`src/rtl/cordic_fixedpoint_input_sequencer_pkg.sv`:
```
// +----------------------------------------------------------------------------+
// | cordic_tb_pkg: shared widths and state encoding for the phase sequencer    |
// | Rev 1.0                                                                    |
// +----------------------------------------------------------------------------+
`default_nettype none

package cordic_tb_pkg;

  localparam int DEF_PHASE_W     = 24;
  localparam int DEF_ADDR_W      = 5;
  localparam int DEF_NUM_VECTORS = 32;

  localparam int STATE_W = 3;

  localparam logic [STATE_W-1:0] S_IDLE    = 3'd0;
  localparam logic [STATE_W-1:0] S_FETCH   = 3'd1;
  localparam logic [STATE_W-1:0] S_WAIT    = 3'd2;
  localparam logic [STATE_W-1:0] S_PRESENT = 3'd3;
  localparam logic [STATE_W-1:0] S_GAP     = 3'd4;
  localparam logic [STATE_W-1:0] S_DONE    = 3'd5;

endpackage

`default_nettype wire

```
`src/rtl/cordic_fixedpoint_input_sequencer_gap_counter.sv`:
```
// +----------------------------------------------------------------------------+
// | cordic_tb_gap_counter: loadable down-counter with a zero flag              |
// | Rev 1.0                                                                    |
// +----------------------------------------------------------------------------+
`default_nettype none

module cordic_tb_gap_counter #(
  parameter int WIDTH = 1
) (
  input  logic             iClk,
  input  logic             iRstn,
  input  logic             iLoad,
  input  logic [WIDTH-1:0] iLoad_val,
  input  logic             iDec,
  output logic             oZero
);

  logic [WIDTH-1:0] r_count;

  always_ff @(posedge iClk or negedge iRstn) begin
    if (!iRstn) begin
      r_count <= '0;
    end else if (iLoad) begin
      r_count <= iLoad_val;
    end else if (iDec && (r_count != '0)) begin
      r_count <= r_count - 1'b1;
    end
  end

  assign oZero = (r_count == '0);

endmodule

`default_nettype wire

```
`src/rtl/cordic_fixedpoint_input_sequencer.sv`:
```
// +----------------------------------------------------------------------------+
// | cordic_fixedpoint_input_sequencer: walks the phase ROM and hands each      |
// | angle to the CORDIC core over valid/ready. Rev 1.0                         |
// +----------------------------------------------------------------------------+
`default_nettype none

module cordic_fixedpoint_input_sequencer
  import cordic_tb_pkg::*;
#(
  parameter int NUM_VECTORS = DEF_NUM_VECTORS,
  parameter int ADDR_W      = DEF_ADDR_W,
  parameter int PHASE_W     = DEF_PHASE_W,
  parameter int GAP_CYCLES  = 0
) (
  input  logic               iClk,
  input  logic               iRstn,
  input  logic               iStart,
  input  logic [PHASE_W-1:0] iPhase_rom,
  input  logic               iReady,
  output logic [ADDR_W-1:0]  oAddr_phase,
  output logic [PHASE_W-1:0] oPhase,
  output logic               oValid,
  output logic               oBusy,
  output logic               oDone,
  output logic [ADDR_W:0]    oCount
);

  localparam int GAP_W = (GAP_CYCLES > 1) ? $clog2(GAP_CYCLES) : 1;
  localparam int c_gap_load = (GAP_CYCLES > 0) ? (GAP_CYCLES - 1) : 0;
  localparam logic [ADDR_W:0] c_last_count = (ADDR_W + 1)'(NUM_VECTORS - 1);

  logic [STATE_W-1:0] r_state;
  logic [ADDR_W-1:0]  r_addr;
  logic [PHASE_W-1:0] r_phase;
  logic               r_valid;
  logic               r_busy;
  logic               r_done;
  logic [ADDR_W:0]    r_count;

  logic w_xfer;
  logic w_last;
  logic w_gap_load;
  logic w_gap_dec;
  logic w_gap_zero;

  assign w_xfer     = (r_state == S_PRESENT) && iReady;
  assign w_last     = (r_count == c_last_count);
  assign w_gap_load = w_xfer && !w_last && (GAP_CYCLES > 0);
  assign w_gap_dec  = (r_state == S_GAP);

  cordic_tb_gap_counter #(
    .WIDTH(GAP_W)
  ) u_gap_counter (
    .iClk     (iClk),
    .iRstn    (iRstn),
    .iLoad    (w_gap_load),
    .iLoad_val(GAP_W'(c_gap_load)),
    .iDec     (w_gap_dec),
    .oZero    (w_gap_zero)
  );

  always_ff @(posedge iClk or negedge iRstn) begin
    if (!iRstn) begin
      r_state <= S_IDLE;
      r_addr  <= '0;
      r_phase <= '0;
      r_valid <= 1'b0;
      r_busy  <= 1'b0;
      r_done  <= 1'b0;
      r_count <= '0;
    end else begin
      case (r_state)
        S_IDLE, S_DONE: begin
          if (iStart) begin
            r_state <= S_FETCH;
            r_addr  <= '0;
            r_count <= '0;
            r_done  <= 1'b0;
            r_busy  <= 1'b1;
          end
        end
        // ROM samples r_addr at this edge; its output is ready one cycle later
        S_FETCH: r_state <= S_WAIT;
        S_WAIT: begin
          r_phase <= iPhase_rom;
          r_valid <= 1'b1;
          r_state <= S_PRESENT;
        end
        S_PRESENT: begin
          if (iReady) begin
            r_valid <= 1'b0;
            r_count <= r_count + 1'b1;
            if (w_last) begin
              r_state <= S_DONE;
              r_done  <= 1'b1;
              r_busy  <= 1'b0;
            end else if (GAP_CYCLES > 0) begin
              r_state <= S_GAP;
            end else begin
              r_state <= S_FETCH;
              r_addr  <= r_addr + 1'b1;
            end
          end
        end
        S_GAP: begin
          if (w_gap_zero) begin
            r_state <= S_FETCH;
            r_addr  <= r_addr + 1'b1;
          end
        end
        default: begin
          r_state <= S_IDLE;
          r_valid <= 1'b0;
          r_busy  <= 1'b0;
        end
      endcase
    end
  end

  assign oAddr_phase = r_addr;
  assign oPhase      = r_phase;
  assign oValid      = r_valid;
  assign oBusy       = r_busy;
  assign oDone       = r_done;
  assign oCount      = r_count;

endmodule

`default_nettype wire

```
`config.mk`:
```
export PLATFORM = sky130hd
export DESIGN_NAME = cordic_fixedpoint_input_sequencer
export DESIGN_NICKNAME = d
export VERILOG_FILES = /design/src/rtl/cordic_fixedpoint_input_sequencer_pkg.sv /design/src/rtl/cordic_fixedpoint_input_sequencer_gap_counter.sv /design/src/rtl/cordic_fixedpoint_input_sequencer.sv
export SDC_FILE = /design/constraint.sdc
export NUM_CORES = 1
export LEC_CHECK = 0
export CAP_MARGIN = 20
export CORE_ASPECT_RATIO = 1.4
export CORE_MARGIN = 4
export CORE_UTILIZATION = 45
export CTS_CLUSTER_SIZE = 8
export DETAILED_ROUTE_END_ITERATION = 10
export PLACE_DENSITY = 0.88
export SYNTH_ARGS = -nofsm -noshare
export SYNTH_HDL_FRONTEND = slang
export SYNTH_SLANG_ARGS = --single-unit
export TNS_END_PERCENT = 100
```
`constraint.sdc`:
```
create_clock -name iClk -period 4.5 [get_ports iClk]
set_input_delay 0.9 -clock iClk [delete_from_list [all_inputs] [get_ports iClk]]
set_output_delay 0.9 -clock iClk [all_outputs]
set_load 0.05 [all_outputs]
```
==> results_tabular.tex, run 1 <==
\begin{tabular}{lr}
\hline
Metric & Value \\
\hline
\multicolumn{2}{l}{\textbf{Run status}} \\
\quad Result of the run & completed \\
\multicolumn{2}{l}{\textbf{Floorplanning}} \\
\quad Width of the die & 62.8 um \\
\quad Area of the die & 5320 um2 \\
\quad Starting density of the core & 47.5\% \\
\quad Die extent in y & 84.7 um \\
\quad I/O Pins & 66 \\
\quad Std-Cell Core Area & 3990 um2 \\
\quad Row count & 27 \\
\multicolumn{2}{l}{\textbf{Drt}} \\
\quad Mean routed wirelength per cell & 15.6 um \\
\quad DRC violation total after the first TritonRoute iteration & 47 \\
\quad Antenna viol nets, final & 0 \\
\quad Count of vias placed by the detailed router & 1456 \\
\quad Vias per Instance & 5.41 \\
\quad Detailed-router iteration count before antenna repair & 4 \\
\quad Total wirelength of the detailed-routed design & 4.19 mm \\
\quad Residual DRC & 0 \\
\multicolumn{2}{l}{\textbf{Timing}} \\
\quad Largest clock skew in the final design & 0.00339 ns \\
\quad Unrepaired setup endpoints after global routing & false \\
\quad Remaining max-slew budget at the tightest pin & 30.4\% \\
\quad Number of pins with negative max-slew slack in the final report & 0 \\
\quad Final cycle utilization of the critical path & 55.8\% \\
\quad Final setup viols & 0 \\
\quad Tmin final & 2.51 ns \\
\quad Worst setup margin & 1.99 ns \\
\quad Maximum clock rate & 398 MHz \\
\quad Final-report hold violation count & 0 \\
\quad Fin Setup TNS & 0 ns \\
\quad Worst slew pin tran & 1.04 ns \\
\multicolumn{2}{l}{\textbf{Critical path}} \\
\quad Largest stage delay on the critical path & 0.85 ns \\
\quad Startpoint Class & flip-flop \\
\quad Number of buffers and inverters on the critical path & 1 \\
\quad Category of the critical setup timing path & reg -> out \\
\quad Type of destination of the critical path & output pin \\
\quad Cell breakdown of the critical path & clkdlybuf4s50\_1 \\
\quad Crit-path leading delay family & buffers and inverters \\
\quad Req. time, crit path & 3.60 ns \\
\quad Slowest cell on the critical path & clkdlybuf4s50\_1 \\
\quad WP data arrival & 1.61 ns \\
\quad Largest driver fanout on the critical path & 7 \\
\multicolumn{2}{l}{\textbf{Logic synthesis}} \\
\quad Largest cells by area after synthesis & dfrtp\_1 (56\%), mux2\_2 (13\%), o21ai\_0 (3.4\%) \\
\quad Most used flip-flop cell after synthesis & dfrtp\_1 \\
\quad Post-Syn Instances & 159 \\
\quad Most repeated cell in the gate-level netlist after synthesis & dfrtp\_1 \\
\quad Synth unique cells & 39 \\
\quad Synthesis-stage register bit count & 42 \\
\quad Portion of the post-synthesis area used by sequential elements & 55.6\% \\
\quad Ys Warns & 0 \\
\quad Number of enable-type register cells in the synthesized netlist & 0 \\
\quad Yosys top cell area share & 55.6\% \\
\quad Total standard cell area after synthesis & 1890 um2 \\
\quad Proportion of synthesized flip-flops having asynchronous set or reset & 100\% \\
\quad Dominant cell type by area after synthesis & dfrtp\_1 \\
\quad Synth Net Count & 189 \\
\quad List of most frequent post-synthesis cells & dfrtp\_1 (42), mux2\_2 (21), nand2\_1 (15), o21ai\_0 (13) \\
\quad Average cell area after synthesis & 11.9 um2 \\
\multicolumn{2}{l}{\textbf{Clock network}} \\
\quad Depth of the CTS H-tree & 2 \\
\quad Buffer levels on the longest clock path & 2 \\
\quad Hold-fix buffers at CTS & 0 \\
\quad Buffer cell driving the clock tree root & clkbuf\_8 \\
\quad Clock-pin slew on the worst setup and hold paths & 0.07 ns \\
\quad CTS Sinks & 42 \\
\quad Number of gates resized after CTS & 0 \\
\quad Number of setup buffers added after CTS & 0 \\
\quad TritonCTS buffer count & 5 \\
\quad TritonCTS clock tree & yes \\
\quad Clock latency on the worst-skew pair & 0.28 ns \\
\multicolumn{2}{l}{\textbf{Global route}} \\
\quad Number of antenna violations at the first check in global routing & 0 \\
\quad Wire length of the first global-routing pass & 7.05 mm \\
\quad Via count of the first global-routing pass & 1479 \\
\quad Maximum number of pins on one net before global-route repair & 43 \\
\quad Overall routing resource usage & 16.6\% \\
\quad Remaining Overflow, GRT & 0 \\
\multicolumn{2}{l}{\textbf{Final layout}} \\
\quad Post-route standard cell area excluding fillers & 2640 um2 \\
\quad Area growth from synthesis to final layout & 39.7\% \\
\quad Number of diodes added for antenna fixing & 0 \\
\quad Share of cells above drive strength 1 & 16.4\% \\
\quad Number of nets in the layout & 255 \\
\multicolumn{2}{l}{\textbf{Pwr}} \\
\quad Total Power & 2.26 mW \\
\quad Leakage dissipation & 1.10 nW \\
\quad Largest vdd supply drop & 403 uV \\
\quad P per Cell Area & 853 nW/um2 \\
\multicolumn{2}{l}{\textbf{Place}} \\
\quad Routability congestion estimate from global placement & 0.900 \\
\quad Count of buffers from port buffering & 65 \\
\quad Place WS & 1.82 ns \\
\quad DP Area & 2550 um2 \\
\quad Placed wire-length estimate & 3.14 mm \\
\multicolumn{2}{l}{\textbf{Hold path}} \\
\quad Tightest Hold Check Type & reg -> reg \\
\multicolumn{2}{l}{\textbf{Flow run}} \\
\quad Max capacitance violation total & 0 \\
\hline
\end{tabular}
## cell families after synthesis
family | after synthesis | synth area share, %
and+or+nand+nor | 46 | 12.3
AOI/OAI and AO/OA | 32 | 12.2
adders and majority gates | 2 | 1.32
muxes | 24 | 14.3
DFF | 42 | 55.6
buffers and inverters | 11 | 3.37
xor gates and xnor gates | 2 | 0.926
## state kept, by name, summed over array words and instances, names as in the netlist
name / count
oAddr_phase: 5
oBusy: 1
oCount: 6
oDone: 1
oPhase: 24
oValid: 1
r_state: 3
u_gap_counter.r_count: 1
## per-layer routing
layer | track usage [%] | wire, um | vias up
met1 | 19.2 | 1730 | 690
met2 | 28.9 | 2140 | 59
met5 | 0 | 0 | -
met3 | 4.69 | 246 | 8
li1 | - | - | 699
met4 | 6.63 | 78 | 0
## worst paths after layout
check / start / cells after the start / slack (ns) / end
max in group asynchronous: iRstn / 1 / 3.17 / oPhase[5]
min: oPhase[6] / 1 / 0.49 / oPhase[6]
min reg2reg: oPhase[6] / 1 / 0.49 / oPhase[6]
max reg2reg: r_state[0] / 5 / 2.32 / oAddr_phase[3]
max: oCount[4] / 1 / 1.99 / oCount[4]
min in group asynchronous: iRstn / 1 / 0.75 / oPhase[19]
## report_power, final
part	internal (mW)	switching, mW
sequential	0.544	0.132
combinational	0.494	0.844
clock	0.124	0.119
total	1.16	1.10
## layout by cell type (no fill, tap or decap), types with 2 or more instances in the layout
cell type and instances:
a21oi_1 5, nand3_1 9, nor3_1 2, mux2_1 3
a31oi_1 2, clkbuf_8 6, dfrtp_1 42, o22ai_1 2
o21ai_0 13, nand2_1 15, nor2_1 9, ha_1 2
inv_1 5, clkdlybuf4s50_1 64, mux2_2 21
## layout make-up
type | instances | area [um2]
Clock buffer | 7 | 86.3
Clock inverter | 1 | 5.00
Fill cell | 298 | 1340
Inverter | 5 | 18.8
Multi-Input combinational cell | 106 | 783
Sequential cell | 42 | 1050
Tap cell | 43 | 53.8
Timing Repair Buffer | 65 | 646
## metrics by stage
stage | util [%] | hold WS, ns | std cells
finish | 66.3 | 0.487 | 269
global route | 66.3 | 0.506 | 269
CTS | 66.3 | 0.492 | 269
detailed placement | 64.0 | 0.475 | 261
global placement | 64.0 | 0.467 | 261
floorplan | - | 0.466 | 159
Note: power is estimated with default switching activity, not from simulation.
==> inputs of run 2 (changes only) <==
CORE_UTILIZATION = 40   (was 45)
PLACE_DENSITY = 0.83   (was 0.88)
clock period = 2.3 ns   (was 4.5 ns; I/O delays follow)
==> run 2 against run 1 <==
Compared with the run above: worst hold slack worse by 0.37 ns; sequential cell count unchanged; total power increased by 100%; register-to-register slack worse by 1.9 ns; sequential share of layout area is 1.4 points lower; clock power up 130%; sequential power rose by 95%; clock-buffer cell count decreased by 1; largest power group unchanged; highest routed layer unchanged.
==> results_tabular.tex, run 2 (synthesis results as in run 1) <==
\begin{tabular}{lr}
\hline
Metric & Value \\
\hline
\multicolumn{2}{l}{\textbf{Run status}} \\
\quad Result of the run & completed \\
\multicolumn{2}{l}{\textbf{Critical path}} \\
\quad Number of buffers and inverters on the critical path & 1 (unchanged) \\
\quad Startpoint Class & flip-flop \\
\quad Start point of the critical path & oCount[4] \\
\quad Req. time, crit path & 1.84 ns (-1.76 ns) \\
\quad WP data arrival & 1.58 ns (-0.03 ns) \\
\quad Reg2reg start & r\_state[2] \\
\quad Cell breakdown of the critical path & clkdlybuf4s50\_1 \\
\quad Type of destination of the critical path & output pin \\
\quad Largest stage delay on the critical path & 0.85 ns (about the same) \\
\quad Largest driver fanout on the critical path & 7 (unchanged) \\
\quad Slowest cell on the critical path & clkdlybuf4s50\_1 \\
\quad Crit-path leading delay family & buffers and inverters \\
\quad Category of the critical setup timing path & reg -> out \\
\multicolumn{2}{l}{\textbf{Floorplanning}} \\
\quad Row count & 29 (+7.4\%) \\
\quad Starting density of the core & 41.4\% (-6.1 points) \\
\quad Std-Cell Core Area & 4570 um2 (+15\%) \\
\quad Width of the die & 66.1 um (+5.3\%) \\
\quad Die extent in y & 89.4 um (+5.5\%) \\
\quad Area of the die & 5910 um2 (+11\%) \\
\quad I/O Pins & 66 (unchanged) \\
\multicolumn{2}{l}{\textbf{Timing}} \\
\quad Number of pins with negative max-slew slack in the final report & 0 (unchanged) \\
\quad Fin Setup TNS & 0 ns (unchanged) \\
\quad Final setup viols & 0 (unchanged) \\
\quad Maximum clock rate & 489 MHz \\
\quad Worst slew pin tran & 0.530 ns (-0.510 ns) \\
\quad Remaining max-slew budget at the tightest pin & 64.6\% (+34 points) \\
\quad Final-report hold violation count & 0 (unchanged) \\
\quad Unrepaired setup endpoints after global routing & false \\
\quad Final cycle utilization of the critical path & 88.9\% \\
\quad Largest clock skew in the final design & 0.00327 ns (-0.000128 ns) \\
\quad Tmin final & 2.04 ns \\
\multicolumn{2}{l}{\textbf{Clock network}} \\
\quad CTS Sinks & 42 (unchanged) \\
\quad Buffer cell driving the clock tree root & clkbuf\_8 \\
\quad TritonCTS buffer count & 5 (unchanged) \\
\quad Clock latency on the worst-skew pair & 0.28 ns (about the same) \\
\quad Depth of the CTS H-tree & 2 (unchanged) \\
\quad Number of setup buffers added after CTS & 0 (unchanged) \\
\quad Number of gates resized after CTS & 0 (unchanged) \\
\quad Hold-fix buffers at CTS & 0 (unchanged) \\
\quad TritonCTS clock tree & yes \\
\quad Clock-pin slew on the worst setup and hold paths & 0.08 ns (about the same) \\
\quad Buffer levels on the longest clock path & 2 (unchanged) \\
\multicolumn{2}{l}{\textbf{Final layout}} \\
\quad Number of diodes added for antenna fixing & 0 (unchanged) \\
\quad Most common cell after layout, fill and taps aside & clkdlybuf4s50\_1 \\
\quad Commonest cells after routing, fill and taps aside & clkdlybuf4s50\_1 (64), dfrtp\_1 (42), mux2\_2 (21) \\
\quad Number of flip-flops in the largest register & 24 (unchanged) \\
\quad Post-route standard cell area excluding fillers & 2740 um2 (+3.6\%) \\
\quad Share of cells above drive strength 1 & 18.9\% (+2.5 points) \\
\quad Share of the core filled with cells & 59.9\% (-6.4 points) \\
\quad Post-layout instance count excluding filler cells & 295 (+9.7\%) \\
\quad Area growth from synthesis to final layout & 44.8\% \\
\quad Number of nets in the layout & 262 (+2.7\%) \\
\multicolumn{2}{l}{\textbf{Pwr}} \\
\quad Largest vdd supply drop & 683 uV (+70\%) \\
\quad Combinational Power Share & 58.5\% (-0.8 points) \\
\quad Leakage dissipation & 1.14 nW (+3.3\%) \\
\quad Sequential share of power & 29.0\% (-1.0 points) \\
\quad P per Cell Area & 1660 nW/um2 (+94\%) \\
\quad Switching share of power & 47.1\% (-1.4 points) \\
\quad Switching component of the power & 2.14 mW (+95\%) \\
\quad Total Power & 4.54 mW (+100\%) \\
\quad Proportion of power drawn by the clock network & 12.5\% (+1.8 points) \\
\quad Design internal power & 2.40 mW (+110\%) \\
\multicolumn{2}{l}{\textbf{Drt}} \\
\quad Residual DRC & 0 (unchanged) \\
\quad Vias per Instance & 5.02 (-7.2\%) \\
\quad Total wirelength of the detailed-routed design & 4.14 mm (-1.3\%) \\
\quad Count of vias placed by the detailed router & 1482 (+1.8\%) \\
\quad Antenna viol nets, final & 0 (unchanged) \\
\quad Mean routed wirelength per cell & 14.0 um (-10\%) \\
\quad Detailed-router iteration count before antenna repair & 4 (unchanged) \\
\quad DRC violation total after the first TritonRoute iteration & 80 (+70\%) \\
\multicolumn{2}{l}{\textbf{Place}} \\
\quad Cell Count Post-Placement & 287 (+10\%) \\
\quad Count of buffers from port buffering & 65 (unchanged) \\
\quad Placed wire-length estimate & 3.22 mm (+2.3\%) \\
\quad DP Area & 2630 um2 (+3.0\%) \\
\quad Routability congestion estimate from global placement & 0.831 (-7.7\%) \\
\multicolumn{2}{l}{\textbf{Global route}} \\
\quad Wire length of the first global-routing pass & 6.66 mm (-5.6\%) \\
\quad Maximum number of pins on one net before global-route repair & 25 (-42\%) \\
\quad Number of antenna violations at the first check in global routing & 0 (unchanged) \\
\quad Overall routing resource usage & 14.6\% (-2.0 points) \\
\quad Remaining Overflow, GRT & 0 (unchanged) \\
\quad Via count of the first global-routing pass & 1466 (-0.88\%) \\
\multicolumn{2}{l}{\textbf{Flow run}} \\
\quad Max capacitance violation total & 0 (unchanged) \\
\multicolumn{2}{l}{\textbf{Hold path}} \\
\quad Tightest Hold Check Type & in -> async \\
\hline
\end{tabular}
## run 2: path summary, 6_finish.rpt
kind,to,slack [ns],cells past startpoint
worst max-delay path,oCount[4],0.26,1
worst max register to register,oAddr_phase[3],0.40,5
worst min-delay path,oPhase[15],0.12,1
max in group asynchronous,r_state[2],1.65,2
worst min register to register,oPhase[8],0.50,1
min in group iClk,oPhase[8],0.50,1
## run 2: power groups by stage
stage	clock, mW	combinational, mW	sequential (mW)
CTS	0.589	2.68	1.32
global placement	0	2.65	1.31
detailed placement	0	2.68	1.33
global route	0.616	2.81	1.37
finish	0.565	2.66	1.32
floorplan	0	0.794	2.35
## run 2: cell type report
type	instances	area, um2
Inverter	5	18.8
Sequential cell	42	1050
Timing Repair Buffer	72	698
Clock inverter	2	37.5
Fill cell	400	1830
Tap cell	62	77.6
Clock buffer	6	72.6
Multi-Input combinational cell	106	783
## run 2: through the flow
| stage | worst slack, ns | hold WS [ns] |
|---|---|---|
| finish | 0.255 | 0.116 |
| CTS | 0.245 | 0.119 |
| detailed placement | 0.124 | 0.434 |
| global route | 0.202 | 0.139 |
| floorplan | 0.353 | 0.164 |
| global placement | 0.169 | 0.427 |
## run 2: per-layer routing
layer,GRT usage [%],vias to the layer above,routed length (um)
li1,-,722,-
met1,17.7,706,1730
met2,25.2,48,2140
met3,3.40,6,222
met4,5.18,0,51
met5,0,-,0
## run 2: worst register-to-register path: cells and delay by family (launching register included)
kind / cells / cell delay (ns)
AND/OR/NAND/NOR: 2 / 0.82
AO/OA/AOI/OAI: 3 / 0.40
flip-flops: 1 / 0.62
==> inputs of run 3 (changes only) <==
CORE_MARGIN = 8   (was 4)
==> run 3 against run 2 <==
Compared with the run above: routed wire length is 10% higher; utilization grew 0.065 points; clock skew rose by 0.0035 ns; register-to-register slack got worse by 0.02 ns; first-iteration DRC count decreased by 49%; fmax fell by 0.98%; sequential share of layout area rose by 0.26 points; sequential cell count unchanged; cell count unchanged; critical path depth stayed put; combinational power is essentially flat; clock-buffer cell count increased by 1; largest cell class unchanged.
==> results_tabular.tex, run 3 (synthesis results as in run 1) <==
\begin{tabular}{lr}
\hline
Metric & Value \\
\hline
\multicolumn{2}{l}{\textbf{Pwr}} \\
\quad Switching share of power & 48.1\% (+1.0 points) \\
\quad Leakage dissipation & 1.14 nW (-0.28\%) \\
\quad Design internal power & 2.32 mW (-3.4\%) \\
\quad Combinational Power Share & 59.9\% (+1.4 points) \\
\quad Switching component of the power & 2.15 mW (+0.66\%) \\
\quad Largest vdd supply drop & 733 uV (+7.3\%) \\
\quad Total Power & 4.47 mW (-1.5\%) \\
\quad Sequential share of power & 29.5\% (+0.5 points) \\
\quad Proportion of power drawn by the clock network & 10.6\% (-1.9 points) \\
\quad P per Cell Area & 1640 nW/um2 (-0.78\%) \\
\multicolumn{2}{l}{\textbf{Final layout}} \\
\quad Most common cell after layout, fill and taps aside & clkdlybuf4s50\_1 \\
\quad Commonest cells after routing, fill and taps aside & clkdlybuf4s50\_1 (64), dfrtp\_1 (42), mux2\_2 (21) \\
\quad Post-route standard cell area excluding fillers & 2720 um2 (-0.69\%) \\
\quad Number of diodes added for antenna fixing & 0 (unchanged) \\
\quad Area growth from synthesis to final layout & 43.8\% \\
\quad Number of nets in the layout & 262 (unchanged) \\
\quad Post-layout instance count excluding filler cells & 295 (unchanged) \\
\quad Share of cells above drive strength 1 & 18.9\% (unchanged) \\
\quad Number of flip-flops in the largest register & 24 (unchanged) \\
\multicolumn{2}{l}{\textbf{Place}} \\
\quad Count of buffers from port buffering & 65 (unchanged) \\
\quad Placed wire-length estimate & 3.63 mm (+13\%) \\
\quad DP Area & 2630 um2 (unchanged) \\
\quad Place WS & 0.141 ns (+0.0169 ns) \\
\quad Cell Count Post-Placement & 287 (unchanged) \\
\quad Routability congestion estimate from global placement & 0.899 (+8.2\%) \\
\multicolumn{2}{l}{\textbf{Global route}} \\
\quad Remaining Overflow, GRT & 0 (unchanged) \\
\quad Overall routing resource usage & 13.4\% (-1.1 points) \\
\quad Wire length of the first global-routing pass & 7.59 mm (+14\%) \\
\quad Number of antenna violations at the first check in global routing & 0 (unchanged) \\
\quad Maximum number of pins on one net before global-route repair & 25 (unchanged) \\
\quad Via count of the first global-routing pass & 1518 (+3.5\%) \\
\multicolumn{2}{l}{\textbf{Timing}} \\
\quad Remaining max-slew budget at the tightest pin & 63.1\% (-1.6 points) \\
\quad Final-report hold violation count & 0 (unchanged) \\
\quad Fin Setup TNS & 0 ns (unchanged) \\
\quad Number of pins with negative max-slew slack in the final report & 0 (unchanged) \\
\quad Worst setup margin & 0.235 ns (-0.0203 ns) \\
\quad Maximum clock rate & 484 MHz (-0.98\%) \\
\quad Final cycle utilization of the critical path & 89.8\% (+0.88 points) \\
\quad Tmin final & 2.07 ns (+0.0203 ns) \\
\quad Largest clock skew in the final design & 0.00680 ns (+0.00353 ns) \\
\quad Unrepaired setup endpoints after global routing & false \\
\quad Final setup viols & 0 (unchanged) \\
\quad Worst slew pin tran & 0.554 ns (+0.0235 ns) \\
\multicolumn{2}{l}{\textbf{Drt}} \\
\quad Detailed-router iteration count before antenna repair & 4 (unchanged) \\
\quad Total wirelength of the detailed-routed design & 4.56 mm (+10\%) \\
\quad Mean routed wirelength per cell & 15.5 um (+10\%) \\
\quad Vias per Instance & 5.08 (+1.2\%) \\
\quad Count of vias placed by the detailed router & 1500 (+1.2\%) \\
\quad DRC violation total after the first TritonRoute iteration & 41 (-49\%) \\
\quad Antenna viol nets, final & 0 (unchanged) \\
\quad Residual DRC & 0 (unchanged) \\
\multicolumn{2}{l}{\textbf{Run status}} \\
\quad Result of the run & completed \\
\multicolumn{2}{l}{\textbf{Critical path}} \\
\quad Cell breakdown of the critical path & clkdlybuf4s50\_1 \\
\quad WP data arrival & 1.61 ns (+0.03 ns) \\
\quad Number of buffers and inverters on the critical path & 1 (unchanged) \\
\quad Category of the critical setup timing path & reg -> out \\
\quad Type of destination of the critical path & output pin \\
\quad Req. time, crit path & 1.84 ns (about the same) \\
\quad Largest driver fanout on the critical path & 7 (unchanged) \\
\quad Startpoint Class & flip-flop \\
\quad Slowest cell on the critical path & clkdlybuf4s50\_1 \\
\quad Largest stage delay on the critical path & 0.85 ns (about the same) \\
\quad Crit-path leading delay family & buffers and inverters \\
\multicolumn{2}{l}{\textbf{Clock network}} \\
\quad Depth of the CTS H-tree & 2 (unchanged) \\
\quad Clock-pin slew on the worst setup and hold paths & 0.08 ns (about the same) \\
\quad CTS Sinks & 42 (unchanged) \\
\quad Number of gates resized after CTS & 0 (unchanged) \\
\quad TritonCTS buffer count & 5 (unchanged) \\
\quad Clock latency on the worst-skew pair & 0.28 ns (about the same) \\
\quad Buffer levels on the longest clock path & 2 (unchanged) \\
\quad TritonCTS clock tree & yes \\
\quad Buffer cell driving the clock tree root & clkbuf\_8 \\
\quad Number of setup buffers added after CTS & 0 (unchanged) \\
\quad Hold-fix buffers at CTS & 0 (unchanged) \\
\multicolumn{2}{l}{\textbf{Floorplanning}} \\
\quad Width of the die & 74.1 um (+12\%) \\
\quad Std-Cell Core Area & 4540 um2 (-0.79\%) \\
\quad Row count & 29 (unchanged) \\
\quad I/O Pins & 66 (unchanged) \\
\quad Die extent in y & 97.4 um (+9.0\%) \\
\quad Area of the die & 7220 um2 (+22\%) \\
\quad Starting density of the core & 41.7\% (+0.33 points) \\
\multicolumn{2}{l}{\textbf{Hold path}} \\
\quad Tightest Hold Check Type & in -> async \\
\multicolumn{2}{l}{\textbf{Flow run}} \\
\quad Max capacitance violation total & 0 (unchanged) \\
\hline
\end{tabular}
run 3: cell count changes in the layout (fill, tap and decap cells not counted), sizes merged:
cell,previous run,this run
bufinv,1,0
clkinv,0,1
clkinvlp,1,0
clkbuf,6,7
run 3: power by group through the flow:
stage,clock [mW],combinational [mW],sequential [mW]
floorplan,0,0.794,2.35
global placement,0,2.67,1.31
detailed placement,0,2.71,1.33
CTS,0.496,2.71,1.32
global route,0.528,2.83,1.37
finish,0.475,2.68,1.32
run 3: area by class of cell:
cell class | count | area [um2]
Clock buffer | 7 | 86.3
Tap cell | 62 | 77.6
Sequential cell | 42 | 1050
Timing Repair Buffer | 72 | 698
Clock inverter | 1 | 5.00
Inverter | 5 | 18.8
Fill cell | 377 | 1820
Multi-Input combinational cell | 106 | 783
run 3: metal layers:
layer  global-route usage [%]  up-vias  wire [um]  share of wire (%)
met5                        0        -          0                  0
li1                         -      715          -                  -
met1                     14.5      721       1730                 38
met2                     24.1       59       2480                 54
met3                     3.41        5        297                6.5
met4                     4.17        0         53                1.2
run 3: worst paths after layout:
check | startpoint | end | slack (ns) | cells after the start
setup / recovery | oCount[4] | oCount[4] | 0.23 | 1
setup reg to reg | r_state[0] | oAddr_phase[2] | 0.38 | 5
hold / removal | iRstn | oCount[5] | 0.02 | 1
max in group asynchronous | iRstn | oPhase[11] | 1.74 | 2
min in group iClk | oPhase[7] | oPhase[7] | 0.48 | 1
hold reg to reg | oPhase[7] | oPhase[7] | 0.48 | 1
run 3: through the flow:
step / hold WS, ns / utilization (%)
6_report: 0.0234 / 60.0
5_1_grt: 0.0217 / 60.0
4_1_cts: 0.0230 / 60.0
3_5_place_dp: 0.338 / 58.0
3_3_place_gp: 0.337 / 58.0
2_1_floorplan: 0.164 / -
run 3: worst register-to-register path, stage by stage, from the launching register on:
cell and delay, ns:
dfrtp_1 0.70, and3b_1 0.28, buf_4 0.17, a21oi_1 0.10, or4b_1 0.54, nand2_1 0.08
